--- src/rtl/uart_rx_core.sv ---
// uart_rx_core
// 8N1 serial receiver with 16x oversampling. It presents each received byte
// on a valid/ready output.
//
// Ports
//   clk        : single clock. All logic runs on its rising edge.
//   areset_n   : asynchronous active-low reset. It is released synchronously
//                to clk.
//   rx_i       : serial line. It is asynchronous to clk and idles high.
//   rx_data    : received byte. It is valid while rx_valid is high.
//   rx_valid   : a byte is available.
//   rx_ready   : the consumer takes the byte in any cycle where
//                rx_valid & rx_ready.
//   frame_err  : one-clock pulse when the stop bit is sampled low.
//   overrun    : one-clock pulse when a completed byte is dropped.
//   dbg_state  : current FSM state (0=IDLE 1=START 2=DATA 3=STOP 4=BRK).
//
// Handshake: rx_valid rises with rx_data, and rx_data stays unchanged until
// the cycle where rx_valid & rx_ready. rx_ready has no effect while rx_valid
// is low.
module uart_rx_core #(
  parameter int CLK_HZ = 50_000_000,
  parameter int BAUD   = 115200,
  parameter int DIV    = (CLK_HZ + BAUD * 8) / (BAUD * 16)
) (
  input  logic       clk,
  input  logic       areset_n,
  input  logic       rx_i,
  output logic [7:0] rx_data,
  output logic       rx_valid,
  input  logic       rx_ready,
  output logic       frame_err,
  output logic       overrun,
  output logic [2:0] dbg_state
);

  localparam int CW = (DIV > 1) ? $clog2(DIV) : 1;

  typedef enum logic [2:0] {
    S_IDLE  = 3'd0,
    S_START = 3'd1,
    S_DATA  = 3'd2,
    S_STOP  = 3'd3,
    S_BRK   = 3'd4
  } state_t;

  state_t        state_q, state_d;
  logic          sync1_q, sync2_q;
  logic [CW-1:0] div_cnt_q, div_cnt_d;
  logic [3:0]    sc_q, sc_d;
  logic [2:0]    bc_q, bc_d;
  logic [7:0]    shreg_q, shreg_d;
  logic          deliver_q, deliver_d;
  logic          frame_err_q, frame_err_d;
  logic          overrun_q, overrun_d;
  logic [7:0]    rx_data_q, rx_data_d;
  logic          rx_valid_q, rx_valid_d;
  logic          rxs;
  logic          tick;

  assign rxs  = sync2_q;
  assign tick = (div_cnt_q == CW'(DIV - 1));

  always_comb begin
    div_cnt_d = tick ? '0 : div_cnt_q + 1'b1;
  end

  // The receive FSM only advances on oversample ticks. sc counts ticks
  // within a bit. START waits 8 ticks to reach the middle of the start bit.
  // After that, each 16-tick period ends at the middle of the next bit.
  always_comb begin
    state_d     = state_q;
    sc_d        = sc_q;
    bc_d        = bc_q;
    shreg_d     = shreg_q;
    deliver_d   = 1'b0;
    frame_err_d = 1'b0;
    if (tick) begin
      case (state_q)
        S_IDLE: begin
          if (!rxs) begin
            sc_d    = '0;
            state_d = S_START;
          end
        end
        S_START: begin
          if (sc_q == 4'd7) begin
            if (!rxs) begin
              sc_d    = '0;
              bc_d    = '0;
              state_d = S_DATA;
            end else begin
              state_d = S_IDLE;
            end
          end else begin
            sc_d = sc_q + 4'd1;
          end
        end
        S_DATA: begin
          sc_d = sc_q + 4'd1;
          if (sc_q == 4'd15) begin
            shreg_d = {rxs, shreg_q[7:1]};
            bc_d    = bc_q + 3'd1;
            if (bc_q == 3'd7) state_d = S_STOP;
          end
        end
        S_STOP: begin
          sc_d = sc_q + 4'd1;
          if (sc_q == 4'd15) begin
            if (rxs) begin
              deliver_d = 1'b1;
              state_d   = S_IDLE;
            end else begin
              frame_err_d = 1'b1;
              state_d     = S_BRK;
            end
          end
        end
        S_BRK: begin
          // Wait here while the line is held low so that a break cannot
          // look like a new start bit.
          if (rxs) state_d = S_IDLE;
        end
        default: state_d = S_IDLE;
      endcase
    end
  end

  // Delivery takes place one clock after the stop-bit tick. A consumer that
  // accepts in that same cycle frees the slot for the new byte.
  always_comb begin
    rx_data_d  = rx_data_q;
    rx_valid_d = rx_valid_q;
    overrun_d  = 1'b0;
    if (rx_valid_q && rx_ready) rx_valid_d = 1'b0;
    if (deliver_q) begin
      if (!rx_valid_q || rx_ready) begin
        rx_data_d  = shreg_q;
        rx_valid_d = 1'b1;
      end else begin
        overrun_d = 1'b1;
      end
    end
  end

  always_ff @(posedge clk or negedge areset_n) begin
    if (!areset_n) begin
      state_q     <= S_IDLE;
      sync1_q     <= 1'b1;
      sync2_q     <= 1'b1;
      div_cnt_q   <= '0;
      sc_q        <= '0;
      bc_q        <= '0;
      shreg_q     <= '0;
      deliver_q   <= 1'b0;
      frame_err_q <= 1'b0;
      overrun_q   <= 1'b0;
      rx_data_q   <= '0;
      rx_valid_q  <= 1'b0;
    end else begin
      state_q     <= state_d;
      sync1_q     <= rx_i;
      sync2_q     <= sync1_q;
      div_cnt_q   <= div_cnt_d;
      sc_q        <= sc_d;
      bc_q        <= bc_d;
      shreg_q     <= shreg_d;
      deliver_q   <= deliver_d;
      frame_err_q <= frame_err_d;
      overrun_q   <= overrun_d;
      rx_data_q   <= rx_data_d;
      rx_valid_q  <= rx_valid_d;
    end
  end

  assign rx_data   = rx_data_q;
  assign rx_valid  = rx_valid_q;
  assign frame_err = frame_err_q;
  assign overrun   = overrun_q;
  assign dbg_state = state_q;

endmodule

--- config.mk ---
export PLATFORM = sky130hd
export DESIGN_NAME = uart_rx_core
export DESIGN_NICKNAME = d
export VERILOG_FILES = /design/src/rtl/uart_rx_core.sv
export SDC_FILE = /design/constraint.sdc
export NUM_CORES = 1
export LEC_CHECK = 0
export ABC_AREA = 0
export CAP_MARGIN = 40
export CORE_UTILIZATION = 35
export CTS_BUF_LIST = sky130_fd_sc_hd__clkbuf_16
export CTS_CLUSTER_DIAMETER = 50
export DETAILED_ROUTE_END_ITERATION = 8
export GPL_TIMING_DRIVEN = 0
export PLACE_DENSITY = 0.57
export RECOVER_POWER = 50
export SYNTH_ARGS = -nofsm -noshare
export SYNTH_HDL_FRONTEND = slang
export SYNTH_SLANG_ARGS = --single-unit
--- constraint.sdc ---
create_clock -name clk -period 4.3 [get_ports clk]
set_clock_uncertainty 0.1 [all_clocks]
set_input_delay 0.86 -clock clk [delete_from_list [all_inputs] [get_ports clk]]
set_output_delay 0.86 -clock clk [all_outputs]
set_load 0.02 [all_outputs]
==> qor_table.md <==
| Metric | Reported |
| --- | --- |
| Biggest cell delay along the critical path | 0.66 ns |
| Fin. Hold Viols | 0 |
| Start of the worst register-to-register path | div_cnt_q[0] |
| Post-route DRC | 4 |
| Worst Max-Slew Pin Slew | 1.93 ns |
| H-tree levels | 2 |
| Clk sink count | 37 |
| Slowest stage cell, crit path | clkdlybuf4s50_1 |
| Reg clk slew, reported paths | 0.05 ns |
| Synthesized netlist net count | 144 |
| Bufs and invs on worst path | 1 |
| Count of cells resized by post-cts repair | 0 |
| Maximum number of pins on one net before global-route repair | 38 |
| IO Count | 18 |
| Endpoint of the worst register-to-register path | shreg_q[0] |
| Share of the synthesized area in the top cell type | 0.532 |
| Number of cells on the worst reg-to-reg path | 7 |
| Ordered cell list for the critical path | clkdlybuf4s50_1 |
| Placed wire-length estimate after detailed placement | 1920 microns |
| Result of the run | finished with violations |
| Die span in y | 70.6 microns |
| Number of different library cells in the post-synthesis netlist | 35 |
| Core outline area | 4440 sq um |
| Overall die width | 70.6 microns |
| Number of vias in the routed layout | 1081 |
| Via count of the first global-routing pass | 1101 |
| Filler Cell Count | 417 |
| Number of cells produced by synthesis | 135 |
| Number of placed cells counting well taps | 204 |
| Max_cap viols | 1 |
| Crit path DAT | 1.42 ns |
| Final worst-path cycle share | 0.553 |
| Setup slack of the most critical reg-to-reg path | 2.17 ns |
| Post-synth EDFFs | 0 |
| Root Buffer | clkbuf_16 |
| Post-CTS setup buffer count | 0 |
| Setup repair after global routing missed its margin | no |
| RePlAce Congestion | 0.904 |
| TritonCTS clock tree | yes |
| Sequential share of the synthesized area | 0.564 |
| Kind of end point of the critical path | output pin |
| Post-synthesis area per instance | 12.2 sq um |
| Relative slew margins | -0.284 |
| Max-slew violation count | 38 |
| Layout cell share with drive strength beyond 1 | 0.206 |
| Type of the worst setup path | flip-flop to output pin |
| CTS hold repair buffers | 0 |
| Critical path endpoint | dbg_state[0] |
| Cell Rows | 24 |
| Wire length of the first global-routing pass | 4930 microns |
| Final Net Count | 168 |
| Largest area contributor in the netlist | dfrtp_1 |
| Dominant cell by count in the synthesized netlist | dfrtp_1 |
| Total Power | 0.765 mW |
| Kind of launch point of the worst setup path | flip-flop |
| Drt pass-1 iters | 6 |
| Total clock buffers created by CTS | 5 |
| Delay-heaviest family, CP | buffers and inverters |
| Violations in the final reports | DRC, capacitance limit, slew limit |
| P_leak | 0.942 nW |
| Setup Total Neg Slack | 0 ns |
| Layout overhead on the synthesized area | 23.9% |
| Post-route non-filler standard cell count | 212 |
| Number of stages on the worst setup path | 1 |
| Most numerous cell types in the synthesized netlist | 35 x dfrtp_1, 17 x mux2_2, 10 x nand2_1, 9 x nor2_1, 7 x o21ai_0 |
| Most common flop cell mapped by yosys | dfrtp_1 |
| Routed wire length | 2730 microns |
| Full die area | 4980 sq um |
| Power density cells | 375 nW/um^2 |
| Inserted Diodes | 0 |
| Hold Worst Slack | 0.255 ns |
| Hold Crit Class | flip-flop to flip-flop |
| Count of routing violations after the opening detailed-route iteration | 100 |
| Highest ir drop seen on vdd | 0.223 mV |
| Buffers on Ports | 17 |
| Fraction of registers with async set/reset | 1.00 |
| Startpoint of the most critical setup path | dbg_state[0] |
| Post-route ant nets | 0 |
| Count of endpoints failing setup in the final report | 0 |
| Worst-case clock buffer depth | 2 |
| Leading cell types by total area after synthesis | dfrtp_1 53%, mux2_2 12%, ha_1 3.8% |
| Synth warn | 0 |
| Antenna violations before repair | 0 |
| Total global routing overflow | 0 |
| Minimum clock period | 2.38 ns |
| Vias per inst | 5.10 |
| Critical Path Fanout Max | 10 |
| Total routing resource utilization after global routing | 0.126 |
| Wirelength per Cell | 12.9 microns |
| Worst-skew pair later-pin latency | 0.27 ns |
| Initial Utilization | 0.370 |
| Critical path data required time | 3.34 ns |
| Max Clock Freq | 0.420 GHz |
| Post-synthesis instance area | 1650 sq um |
| #FFs+latches synth | 37 |
-- report_power, final --
group          total [mW]  switching [mW]  internal [mW]
clock               0.397           0.128          0.270
sequential          0.352         0.00134          0.351
combinational      0.0155          0.0107        0.00480
-- worst min-delay path by stage --
stage	from	endpoint	slack (ns)	cells past startpoint
finish	sync1_q	rxs	0.26	0
global placement	sync1_q	rxs	0.25	0
detailed placement	sync1_q	rxs	0.25	0
CTS	sync1_q	rxs	0.26	0
floorplan	sync1_q	rxs	0.25	0
global route	sync1_q	rxs	0.26	0
-- worst register-to-register path, stage by stage (launching register included) --
cell      delay, ns
dfrtp_1        0.40
inv_1          0.07
ha_1           0.17
nand4b_1       0.28
nor2_1         0.26
and3_1         0.17
buf_2          0.20
mux2_2         0.36
-- layer usage --
metal | track usage | vias up | wire (microns)
met1 | 0.160 | 535 | 1260
li1 | - | 526 | -
met3 | 0.0342 | 2 | 102
met2 | 0.205 | 18 | 1350
met4 | 0.0533 | 0 | 17
met5 | 0 | - | 0
-- cells in the final DEF (no fill, tap or decap), types with 2 or more instances in the layout --
cell / netlist / routed
nand2b_1: 4 / 4
nor2_1: 9 / 9
dfstp_2: 2 / 2
xnor2_1: 3 / 3
nand3_1: 5 / 5
mux2_2: 17 / 17
ha_1: 5 / 5
clkbuf_16: 0 / 5
nor4_1: 2 / 2
o21ai_0: 7 / 7
buf_2: 3 / 3
a22o_1: 3 / 3
and3_1: 2 / 2
nand2_1: 10 / 10
nor4b_1: 2 / 2
clkdlybuf4s50_1: 0 / 14
inv_1: 4 / 5
dlygate4sd3_1: 0 / 2
dfrtp_1: 35 / 35
o31ai_1: 2 / 2
a21o_1: 3 / 3
clkbuf_1: 1 / 2
-- cell families (layout without fill, tap and decap cells) --
family	count (synthesis)	count (layout)	share of synthesized area
buffers and inverters	9	34	0.0274
XOR/XNOR	4	4	0.0213
AND/OR/NAND/NOR	43	43	0.148
flip-flops	37	37	0.564
adder cells (fa/ha/maj)	5	5	0.0380
multiplexers	17	17	0.116
AO/OA/AOI/OAI	20	20	0.0852
-- registers in the layout (all words and copies together) (netlist names) --
signal,cells
bc_q,3
dbg_state,3
deliver_q,1
div_cnt_q,5
frame_err,1
overrun,1
rx_data,8
rx_valid,1
rxs,1
sc_q,4
shreg_q,8
sync1_q,1
-- cell type report --
type / instances / area, sq um / share of cell area
Sequential cell: 37 / 928 / 0.455
Multi-Input combinational cell: 89 / 672 / 0.330
Timing Repair Buffer: 17 / 164 / 0.0804
Clock buffer: 5 / 125 / 0.0614
Tap cell: 52 / 65.1 / 0.0319
Clock inverter: 3 / 38.8 / 0.0190
Buffer: 5 / 30.0 / 0.0147
Inverter: 4 / 15.0 / 0.00737
-- metrics by stage --
| stage | cell area (sq um) | utilization | setup WS (ns) |
|---|---|---|---|
| floorplan | 1650 | - | 2.28 |
| global placement | 1880 | 0.423 | 1.44 |
| detailed placement | 1880 | 0.422 | 1.95 |
| CTS | 2040 | 0.459 | 1.92 |
| global route | 2040 | 0.459 | 1.49 |
| finish | 2040 | 0.459 | 1.92 |
No activity file was read; power rests on OpenSTA's default activity.
